$ cat src/rtl/aftab_trap_sequencer_pkg.sv
// Shared definitions for the trap sequencer: CSR addresses touched during
// trap entry, xRET and mip refresh, the privilege encodings, the sequencer
// state encoding and a small helper that picks the machine or user address.
package aftab_trap_sequencer_pkg;

   // Machine-level CSR addresses
   localparam logic [11:0] CSR_MSTATUS = 12'h300;
   localparam logic [11:0] CSR_MTVEC   = 12'h305;
   localparam logic [11:0] CSR_MEPC    = 12'h341;
   localparam logic [11:0] CSR_MCAUSE  = 12'h342;
   localparam logic [11:0] CSR_MTVAL   = 12'h343;
   localparam logic [11:0] CSR_MIP     = 12'h344;

   // User-level CSR addresses
   localparam logic [11:0] CSR_USTATUS = 12'h000;
   localparam logic [11:0] CSR_UTVEC   = 12'h005;
   localparam logic [11:0] CSR_UEPC    = 12'h041;
   localparam logic [11:0] CSR_UCAUSE  = 12'h042;
   localparam logic [11:0] CSR_UTVAL   = 12'h043;

   // Privilege levels driven on newPRV
   localparam logic [1:0] PRV_USER    = 2'b00;
   localparam logic [1:0] PRV_MACHINE = 2'b11;

   typedef enum logic [3:0] {
      ST_IDLE     = 4'd0,
      ST_T_STATUS = 4'd1,
      ST_T_EPC    = 4'd2,
      ST_T_CAUSE  = 4'd3,
      ST_T_TVAL   = 4'd4,
      ST_T_VEC    = 4'd5,
      ST_R_STATUS = 4'd6,
      ST_R_EPC    = 4'd7,
      ST_MIP      = 4'd8
   } seqState_e;

   // User-level CSRs mirror the machine ones, so every step just chooses
   // between a machine and a user address.
   function automatic logic [11:0] pickAddr(input logic toUser,
                                            input logic [11:0] machineAddr,
                                            input logic [11:0] userAddr);
      return toUser ? userAddr : machineAddr;
   endfunction

endpackage

$ cat src/rtl/aftab_trap_sequencer.sv
// Trap / xRET / mip-refresh sequencer. Walks the CSR datapath through the
// writes needed for trap entry and return, one CSR per cycle, then loads the
// new PC and privilege level on the final cycle. Outputs are Moore-decoded
// from the state and the level bits latched when the request was accepted.
module aftab_trap_sequencer
   import aftab_trap_sequencer_pkg::*;
(
   input  logic        clk,
   input  logic        rst,
   input  logic        trapReq,
   input  logic        trapToUser,
   input  logic        retReq,
   input  logic        retIsMret,
   input  logic        mipUpdateReq,
   input  logic [1:0]  previousPRV,
   output logic        selPC,
   output logic        selCause,
   output logic        selTval,
   output logic        selmip,
   output logic        machineStatusAlterationPreCSR,
   output logic        userStatusAlterationPreCSR,
   output logic        machineStatusAlterationPostCSR,
   output logic        userStatusAlterationPostCSR,
   output logic [11:0] csrAddr,
   output logic        writeCSR,
   output logic        ldPCfromCSR,
   output logic        ldPRV,
   output logic [1:0]  newPRV,
   output logic        busy,
   output logic        done
);

   seqState_e state_q, state_d;
   logic      toUser_q, toUser_d;
   logic      isMret_q, isMret_d;

   // State register plus the level bits; reset abandons any sequence in flight
   always_ff @(posedge clk or negedge rst) begin
      if (!rst) begin
         state_q  <= ST_IDLE;
         toUser_q <= 1'b0;
         isMret_q <= 1'b0;
      end else begin
         state_q  <= state_d;
         toUser_q <= toUser_d;
         isMret_q <= isMret_d;
      end
   end

   // Next state: requests are only looked at in IDLE, trap beats ret beats mip,
   // and the level bit of the winning request is captured on acceptance
   always_comb begin
      state_d  = state_q;
      toUser_d = toUser_q;
      isMret_d = isMret_q;
      unique case (state_q)
         ST_IDLE: begin
            if (trapReq) begin
               state_d  = ST_T_STATUS;
               toUser_d = trapToUser;
            end else if (retReq) begin
               state_d  = ST_R_STATUS;
               isMret_d = retIsMret;
            end else if (mipUpdateReq) begin
               state_d  = ST_MIP;
            end
         end
         ST_T_STATUS: state_d = ST_T_EPC;
         ST_T_EPC:    state_d = ST_T_CAUSE;
         ST_T_CAUSE:  state_d = ST_T_TVAL;
         ST_T_TVAL:   state_d = ST_T_VEC;
         ST_T_VEC:    state_d = ST_IDLE;
         ST_R_STATUS: state_d = ST_R_EPC;
         ST_R_EPC:    state_d = ST_IDLE;
         ST_MIP:      state_d = ST_IDLE;
         default:     state_d = ST_IDLE;
      endcase
   end

   // Output decode: one CSR address per state, a single select line at most,
   // and the write enable never overlapping the PC load
   always_comb begin
      selPC                          = 1'b0;
      selCause                       = 1'b0;
      selTval                        = 1'b0;
      selmip                         = 1'b0;
      machineStatusAlterationPreCSR  = 1'b0;
      userStatusAlterationPreCSR     = 1'b0;
      machineStatusAlterationPostCSR = 1'b0;
      userStatusAlterationPostCSR    = 1'b0;
      csrAddr                        = 12'h000;
      writeCSR                       = 1'b0;
      ldPCfromCSR                    = 1'b0;
      ldPRV                          = 1'b0;
      newPRV                         = 2'b00;
      done                           = 1'b0;
      busy                           = (state_q != ST_IDLE);
      unique case (state_q)
         ST_T_STATUS: begin
            machineStatusAlterationPreCSR = ~toUser_q;
            userStatusAlterationPreCSR    = toUser_q;
            csrAddr  = pickAddr(toUser_q, CSR_MSTATUS, CSR_USTATUS);
            writeCSR = 1'b1;
         end
         ST_T_EPC: begin
            selPC    = 1'b1;
            csrAddr  = pickAddr(toUser_q, CSR_MEPC, CSR_UEPC);
            writeCSR = 1'b1;
         end
         ST_T_CAUSE: begin
            selCause = 1'b1;
            csrAddr  = pickAddr(toUser_q, CSR_MCAUSE, CSR_UCAUSE);
            writeCSR = 1'b1;
         end
         ST_T_TVAL: begin
            selTval  = 1'b1;
            csrAddr  = pickAddr(toUser_q, CSR_MTVAL, CSR_UTVAL);
            writeCSR = 1'b1;
         end
         ST_T_VEC: begin
            csrAddr     = pickAddr(toUser_q, CSR_MTVEC, CSR_UTVEC);
            ldPCfromCSR = 1'b1;
            ldPRV       = 1'b1;
            newPRV      = toUser_q ? PRV_USER : PRV_MACHINE;
            done        = 1'b1;
         end
         ST_R_STATUS: begin
            machineStatusAlterationPostCSR = isMret_q;
            userStatusAlterationPostCSR    = ~isMret_q;
            csrAddr  = pickAddr(~isMret_q, CSR_MSTATUS, CSR_USTATUS);
            writeCSR = 1'b1;
         end
         ST_R_EPC: begin
            csrAddr     = pickAddr(~isMret_q, CSR_MEPC, CSR_UEPC);
            ldPCfromCSR = 1'b1;
            ldPRV       = 1'b1;
            newPRV      = isMret_q ? previousPRV : PRV_USER;
            done        = 1'b1;
         end
         ST_MIP: begin
            selmip   = 1'b1;
            csrAddr  = CSR_MIP;
            writeCSR = 1'b1;
         end
         default: begin
         end
      endcase
   end

endmodule

$ cat config.mk
export PLATFORM = sky130hd
export DESIGN_NAME = aftab_trap_sequencer
export DESIGN_NICKNAME = d
export VERILOG_FILES = /design/src/rtl/aftab_trap_sequencer_pkg.sv /design/src/rtl/aftab_trap_sequencer.sv
export SDC_FILE = /design/constraint.sdc
export NUM_CORES = 1
export LEC_CHECK = 0
export ABC_CLOCK_PERIOD_IN_PS = 4400
export CORE_UTILIZATION = 41
export CTS_BUF_LIST = sky130_fd_sc_hd__clkbuf_2 sky130_fd_sc_hd__clkbuf_4 sky130_fd_sc_hd__clkbuf_8
export DETAILED_ROUTE_END_ITERATION = 8
export PLACE_DENSITY_LB_ADDON = 0.3
export SYNTH_ARGS = -nofsm -noshare
export SYNTH_HDL_FRONTEND = slang
export SYNTH_SLANG_ARGS = --single-unit
$ cat constraint.sdc
create_clock -name clk -period 4.4 [get_ports clk]
set_input_delay 0.88 -clock clk [delete_from_list [all_inputs] [get_ports clk]]
set_output_delay 0.88 -clock clk [all_outputs]
set_load 0.02 [all_outputs]
==> results.md, run 1 <==
| Metric | Reported |
|:---|:---|
| Effective utilization at floorplan | 0.4606 |
| Slowest cell delay on critical path | 680 ps |
| Sequential share of power | 0.226 |
| Pin count of the biggest net entering global routing | 18 |
| Part of the total power dissipated in combinational logic | 0.703 |
| Element type at the critical path end | output port |
| Max_cap viols | 0 |
| Number of endpoints with negative hold slack in the final report | 0 |
| Number of diodes added for antenna fixing | 0 |
| Max-slew headroom at the worst pin | 0.6328 |
| Standard cell area after detailed placement | 848.3 um^2 |
| Start point of the critical path | state_q[3] |
| RR Startpoint | state_q[1] |
| Synth cell types | 35 |
| Slowest cell on crit path | sky130_fd_sc_hd__dfrtp_1 |
| Post-CTS clock slew at the launch and capture registers of the worst setup and hold paths | 50 ps |
| Final Util | 0.6450 |
| Remaining antenna violation count after routing | 0 |
| Post-placement cell count | 112 |
| Required time at the endpoint of the critical path | 3520 ps |
| Number of filler instances in the final layout | 132 |
| Setup CP Type | flip-flop to output port |
| Final Max Tran Viols | 0 |
| Total number of vias | 597 |
| Run status | complete, no violations |
| Share of synthesized area occupied by flip-flops and latches | 0.2414 |
| Share of cells above drive strength 1 | 0.09000 |
| TritonCTS clock tree | built |
| Most common library cells after synthesis | sky130_fd_sc_hd__buf_4, sky130_fd_sc_hd__nor2_1, sky130_fd_sc_hd__dfrtp_1 |
| First-pass GRT wire length | 1842 um |
| Combinational family with the most area after synthesis | simple AND/OR/NAND/NOR gates |
| Post-cts hold buffer count | 0 |
| Share of synthesized cell area in full adder, half adder and majority cells | 0 |
| Warnings, synthesis | 0 |
| Termination of the worst setup path | csrAddr[2] |
| Clock network power share | 0.072 |
| Power per Cell Area | 796.7 nW/um^2 |
| Num rows | 13 |
| Ordered list of cells on the worst path | or3b_2, a21oi_1, clkdlybuf4s50_1 |
| Setup TNS | 0 ps |
| Total I/O pin count | 36 |
| P_sw | 0.0003313 W |
| DRC viols | 0 |
| Count of state elements after synthesis | 6 |
| Pre-antenna DRT Iters | 4 |
| Worst hold-check path type | flip-flop to flip-flop |
| Time the worst path needs with I/O delays and setup | 3058 ps |
| Initial antenna violation count | 0 |
| Complex-gate fraction of the synthesized area | 0.09859 |
| Leak Pwr | 0.3542 nW |
| Nature of the critical path startpoint | flip-flop |
| GRT Util Overall | 0.1616 |
| Number of port buffers | 29 |
| Clock sink count | 6 |
| Setup-violating endpoint count in the final report | 0 |
| Post-CTS Repair Setup Buffers | 0 |
| Chip width | 40.95 um |
| Final wirelength | 1232 um |
| Worst voltage drop across the vdd grid | 0.3706 mV |
| Upper clock frequency limit | 0.3270 GHz |
| Crit-path leading delay family | flip-flops |
| Die area | 1676 um^2 |
| Drt wl/cell | 10.71 um |
| Mean area per synthesized cell | 7.972 um^2 |
| XOR/XNOR Fraction of Synth Area | 0.02817 |
| Number of global-route vias before repair | 421 |
| Violation count after the first detailed-routing iteration | 6 |
| Post-synthesis cell count | 78 |
| Post-layout instance area | 870.8 um^2 |
| Cell count of the worst reg-to-reg path | 3 |
| Largest clock skew in the final design | 2.349 ps |
| Sw frac | 0.4775 |
| Clock buffer count from CTS | 3 |
| FFs w/ async S/R, synth | 1.000 |
| HPWL after DPL | 923.2 um |
| CTS Root Buffer Type | sky130_fd_sc_hd__clkbuf_4 |
| Area share of the largest cell type after synthesis | 0.2414 |
| Placer congestion estimate | 0.7529 |
| Primary FF master, synth | sky130_fd_sc_hd__dfrtp_1 |
| End of the worst register-to-register path | isMret_q |
| Critical Path AT | 2180 ps |
| Height of the die | 40.95 um |
| Final global-route overflow total | 0 |
| Actual transition at the worst max-transition pin | 550.8 ps |
| Critical Path Stages | 3 |
| Worst Path Max Fanout | 17 |
| Number of levels the H-tree was split into | 1 |
| Count of flip-flops with a built-in enable after synthesis | 0 |
| Multiplexer share of the synthesized area | 0.06439 |
| Dominant cell type by area after synthesis | sky130_fd_sc_hd__dfrtp_1 |
| Internal reg-to-reg setup slack | 2870 ps |
| Leading cell types by total area after synthesis | sky130_fd_sc_hd__dfrtp_1, sky130_fd_sc_hd__buf_4, sky130_fd_sc_hd__nor2_1 |
| Average vias per placed instance | 5.191 |
| Post-route total power | 0.0006938 W |
| Basic-gate share of the synthesized area counting and, or, nand and nor cells | 0.3803 |
| Standard cell core area | 1350 um^2 |
| Area of the mapped netlist | 621.8 um^2 |
| Post-route non-filler standard cell count | 115 |
| Unrepaired setup endpoints after global routing | false |
| Post-synthesis to final-layout area growth | 40.04% |
| Final Cycle Share | 0.6950 |
| Later-pin clock latency in the skew report | 240 ps |
| Combined buffer and inverter count along the critical path | 1 |
| Post-CTS sizing | 0 |
| Number of nets in the final layout | 111 |
| Internal Power | 0.0003625 W |
| Number of buffers on the longest clock path | 2 |
cell type report:
cell class                 instances  area [um^2]  area share
multi-input combinational         59        377.9      0.4339
clock buffer                       3        22.52     0.02586
tap                               15        18.77     0.02155
inverter                           3        11.26     0.01293
sequential                         6        150.1      0.1724
timing repair buffer              29        290.3      0.3333
worst reg2reg max path, stage by stage (launching register included):
cell and delay (ps):
sky130_fd_sc_hd__dfrtp_1 570, sky130_fd_sc_hd__nor4_4 420, sky130_fd_sc_hd__nand2_1 120, sky130_fd_sc_hd__mux2_4 300
routing by layer:
layer / global-route usage / part of all wire
met2: 0.2539 / 0.47
met1: 0.2259 / 0.46
met5: 0 / 0
met3: 0.03804 / 0.067
met4: 0.02500 / 0
stage by stage:
stage / hold WS (ps) / setup WS, ps
final: 633.8 / 1342
after global routing: 653.8 / 1251
after floorplan: 556.2 / 2130
after CTS: 632.2 / 1339
after detailed placement: 620.0 / 1380
after global placement: 609.9 / 1401
flip-flops by register name, indices dropped and copies added, names as in the netlist:
register and flops:
state_q 4, toUser_q 1, isMret_q 1
power by group through the flow:
| stage | combinational [W] | clock, W | sequential (W) |
|---|---|---|---|
| 4_1_cts | 0.000492 | 0.0000506 | 0.000157 |
| 5_1_grt | 0.000535 | 0.0000546 | 0.000165 |
| 6_report | 0.000487 | 0.0000497 | 0.000157 |
| 2_1_floorplan | 0.000373 | 0 | 0.000105 |
| 3_5_place_dp | 0.000490 | 0 | 0.000157 |
| 3_3_place_gp | 0.000484 | 0 | 0.000155 |
cell families (layout without fill, tap and decap cells):
logic type,Yosys count,count (layout)
simple gates,38,38
compound gates,10,10
flops,6,6
mux,3,3
other cells,1,6
xor+xnor,2,2
buf+inv,18,35
how the worst min path moves through the flow:
stage                     startpoint       end  slack, ps  cells after the start
after floorplan             isMret_q  isMret_q        560                      1
after global placement      toUser_q  toUser_q        610                      1
after detailed placement    toUser_q  toUser_q        620                      1
after CTS                   isMret_q  isMret_q        630                      1
after global routing        isMret_q  isMret_q        650                      1
final                       isMret_q  isMret_q        630                      1
cell usage in the layout (no fill, tap or decap), drive strengths merged:
cell,instances
a211oi,1
a21oi,3
a31oi,2
and2,1
and4b,1
clkbuf,3
clkdlybuf4s50,29
conb,6
dfrtp,6
inv,3
mux2,2
mux2i,1
nand2,5
nand2b,3
nand3,1
nand3b,2
nand4b,1
nor2,9
nor2b,3
nor3,4
nor3b,3
nor4,2
nor4b,1
o21ai,2
o21bai,1
o32ai,1
or3b,1
or4,1
xnor2,1
xor2,1
Note: power is estimated with default switching activity, not from simulation.
==> inputs of run 2 (changes only) <==
--- a/config.mk
+++ b/config.mk
@@ -5,8 +5,8 @@
 export SDC_FILE = /design/constraint.sdc
 export NUM_CORES = 1
 export LEC_CHECK = 0
-export ABC_CLOCK_PERIOD_IN_PS = 4400
-export CORE_UTILIZATION = 41
+export ABC_CLOCK_PERIOD_IN_PS = 3000
+export CORE_UTILIZATION = 38
 export CTS_BUF_LIST = sky130_fd_sc_hd__clkbuf_2 sky130_fd_sc_hd__clkbuf_4 sky130_fd_sc_hd__clkbuf_8
 export DETAILED_ROUTE_END_ITERATION = 8
 export PLACE_DENSITY_LB_ADDON = 0.3
==> constraint.sdc (replaced) <==
create_clock -name clk -period 3 [get_ports clk]
set_input_delay 0.6 -clock clk [delete_from_list [all_inputs] [get_ports clk]]
set_output_delay 0.6 -clock clk [all_outputs]
set_load 0.02 [all_outputs]
==> run 2 against run 1 <==
Net effect:
- first-iteration DRC count increased to 3.8 times the previous value
- setup slack worse by 1100 ps
- via count shrank 0.67%
- clock power increased by 56%
- largest power group unchanged
- wire length rose by 3.0%
- clock-buffer cell count stayed put
- utilization decreased by 7.3 points
- sequential share of layout area about the same
- total power increased by 48%
- die area up 7.5%
==> results.md, run 2 (synthesis results as in run 1) <==
| Metric | Reported |
|:---|:---|
| Setup CP Type | flip-flop to output port |
| Setup-violating endpoint count in the final report | 0 |
| Num rows | 14 |
| Max-slew headroom at the worst pin | 0.6347 |
| Chip width | 42.45 um |
| Total I/O pin count | 36 |
| Final Max Tran Viols | 0 |
| Share of cells above drive strength 1 | 0.09000 |
| Initial antenna violation count | 0 |
| Post-placement cell count | 113 |
| Final wirelength | 1269 um |
| Effective utilization at floorplan | 0.4080 |
| Most common library cell in the layout ignoring fill and taps | sky130_fd_sc_hd__clkdlybuf4s50_1 |
| Number of global-route vias before repair | 467 |
| Worst voltage drop across the vdd grid | 0.5377 mV |
| Largest registers | state_q: 4 flops, isMret_q: 1 flops, toUser_q: 1 flops |
| Setup TNS | 0 ps |
| Final Cycle Share | 0.9269 |
| Commonest cells after routing, fill and taps aside | sky130_fd_sc_hd__clkdlybuf4s50_1, sky130_fd_sc_hd__nor2_1, sky130_fd_sc_hd__conb_1, sky130_fd_sc_hd__dfrtp_1, sky130_fd_sc_hd__nand2_1 |
| Number of endpoints with negative hold slack in the final report | 0 |
| Number of diodes added for antenna fixing | 0 |
| Upper clock frequency limit | 0.3596 GHz |
| Worst Path Max Fanout | 17 |
| Final global-route overflow total | 0 |
| Height of the die | 42.45 um |
| Number of nets in the final layout | 111 |
| Placer congestion estimate | 0.7991 |
| TritonCTS clock tree | built |
| Number of levels the H-tree was split into | 1 |
| Later-pin clock latency in the skew report | 250 ps |
| HPWL after DPL | 917.5 um |
| Element type at the critical path end | output port |
| CTS Root Buffer Type | sky130_fd_sc_hd__clkbuf_4 |
| Post-cts hold buffer count | 0 |
| Actual transition at the worst max-transition pin | 547.9 ps |
| Clock buffer count from CTS | 3 |
| Number of port buffers | 29 |
| Number of filler instances in the final layout | 151 |
| Slowest cell on crit path | sky130_fd_sc_hd__dfrtp_1 |
| Clock sink count | 6 |
| Run status | complete, no violations |
| Number of buffers on the longest clock path | 2 |
| DRC viols | 0 |
| Register bank with the most flops | state_q |
| Unrepaired setup endpoints after global routing | false |
| Post-CTS clock slew at the launch and capture registers of the worst setup and hold paths | 50 ps |
| First-pass GRT wire length | 2014 um |
| Violation count after the first detailed-routing iteration | 23 |
| Required time at the endpoint of the critical path | 2400 ps |
| Leak Pwr | 0.3542 nW |
| Max_cap viols | 0 |
| Post-synthesis to final-layout area growth | 40.24% |
| Drt wl/cell | 10.94 um |
| Critical Path AT | 2180 ps |
| Pin count of the biggest net entering global routing | 18 |
| Pre-antenna DRT Iters | 4 |
| Nature of the critical path startpoint | flip-flop |
| Time the worst path needs with I/O delays and setup | 2781 ps |
| Flip-flop count of the largest register after layout | 4 |
| Post-route non-filler standard cell count | 116 |
| Die area | 1802 um^2 |
| Slowest cell delay on critical path | 670 ps |
| Total number of vias | 593 |
| Largest clock skew in the final design | 4.040 ps |
| Internal reg-to-reg setup slack | 1450 ps |
| GRT Util Overall | 0.1415 |
| Post-CTS sizing | 0 |
| Standard cell core area | 1524 um^2 |
| Post-CTS Repair Setup Buffers | 0 |
| Average vias per placed instance | 5.112 |
| Remaining antenna violation count after routing | 0 |
| Power per Cell Area | 1175 nW/um^2 |
| Worst hold-check path type | input port to asynchronous set/reset pin |
| Ordered list of cells on the worst path | or3b_2, a21oi_1, clkdlybuf4s50_1 |
[run 2: area by class of cell]
class | count | area [um^2] | share of cell area
multi-input combinational | 59 | 377.9 | 0.4333
inverter | 3 | 11.26 | 0.01291
tap | 16 | 20.02 | 0.02296
clock buffer | 3 | 22.52 | 0.02582
timing repair buffer | 29 | 290.3 | 0.3329
sequential | 6 | 150.1 | 0.1722
[run 2: path summary, 6_finish.rpt]
path / startpoint / end / depth (start not counted)
max: state_q[3] / csrAddr[2] / 3
min: rst / state_q[3] / 1
max reg2reg: state_q[1] / state_q[1] / 4
min reg2reg: toUser_q / toUser_q / 1
max in group asynchronous: rst / state_q[1] / 1
min in group clk: toUser_q / toUser_q / 1
[run 2: worst max-delay path, delay by kind of cell, from the launching register on]
kind	cells	cell delay, ps
DFF	1	670
buffers and inverters	1	620
and+or+nand+nor	1	490
AOI/OAI and AO/OA	1	150
[run 2: routing by layer]
metal,track usage,vias to the layer above,part of all wire
li1,-,299,-
met1,0.2042,263,0.49
met2,0.2031,29,0.45
met3,0.01724,2,0.061
met4,0.07500,0,0.0079
met5,0,-,0
[run 2: stage by stage]
stage	setup slack [ps]	power [W]	utilization	hold slack (ps)	area [um^2]
final	219.2	0.001025	0.5723	597.0	872.1
after global routing	126.8	0.001092	0.5723	613.4	872.1
after CTS	219.3	0.001031	0.5723	604.1	872.1
after detailed placement	488.1	0.0009499	0.5575	613.6	849.6
after global placement	510.1	0.0009411	0.5575	609.1	849.6
after floorplan	1010	0.0007021	-	304.4	640.6
[run 2: report_power, final]
part	total, W	switching, W	internal (W)
combinational	0.000719	0.000347	0.000372
sequential	0.000228	0.000114	0.000115
clock	0.0000773	0.0000318	0.0000454
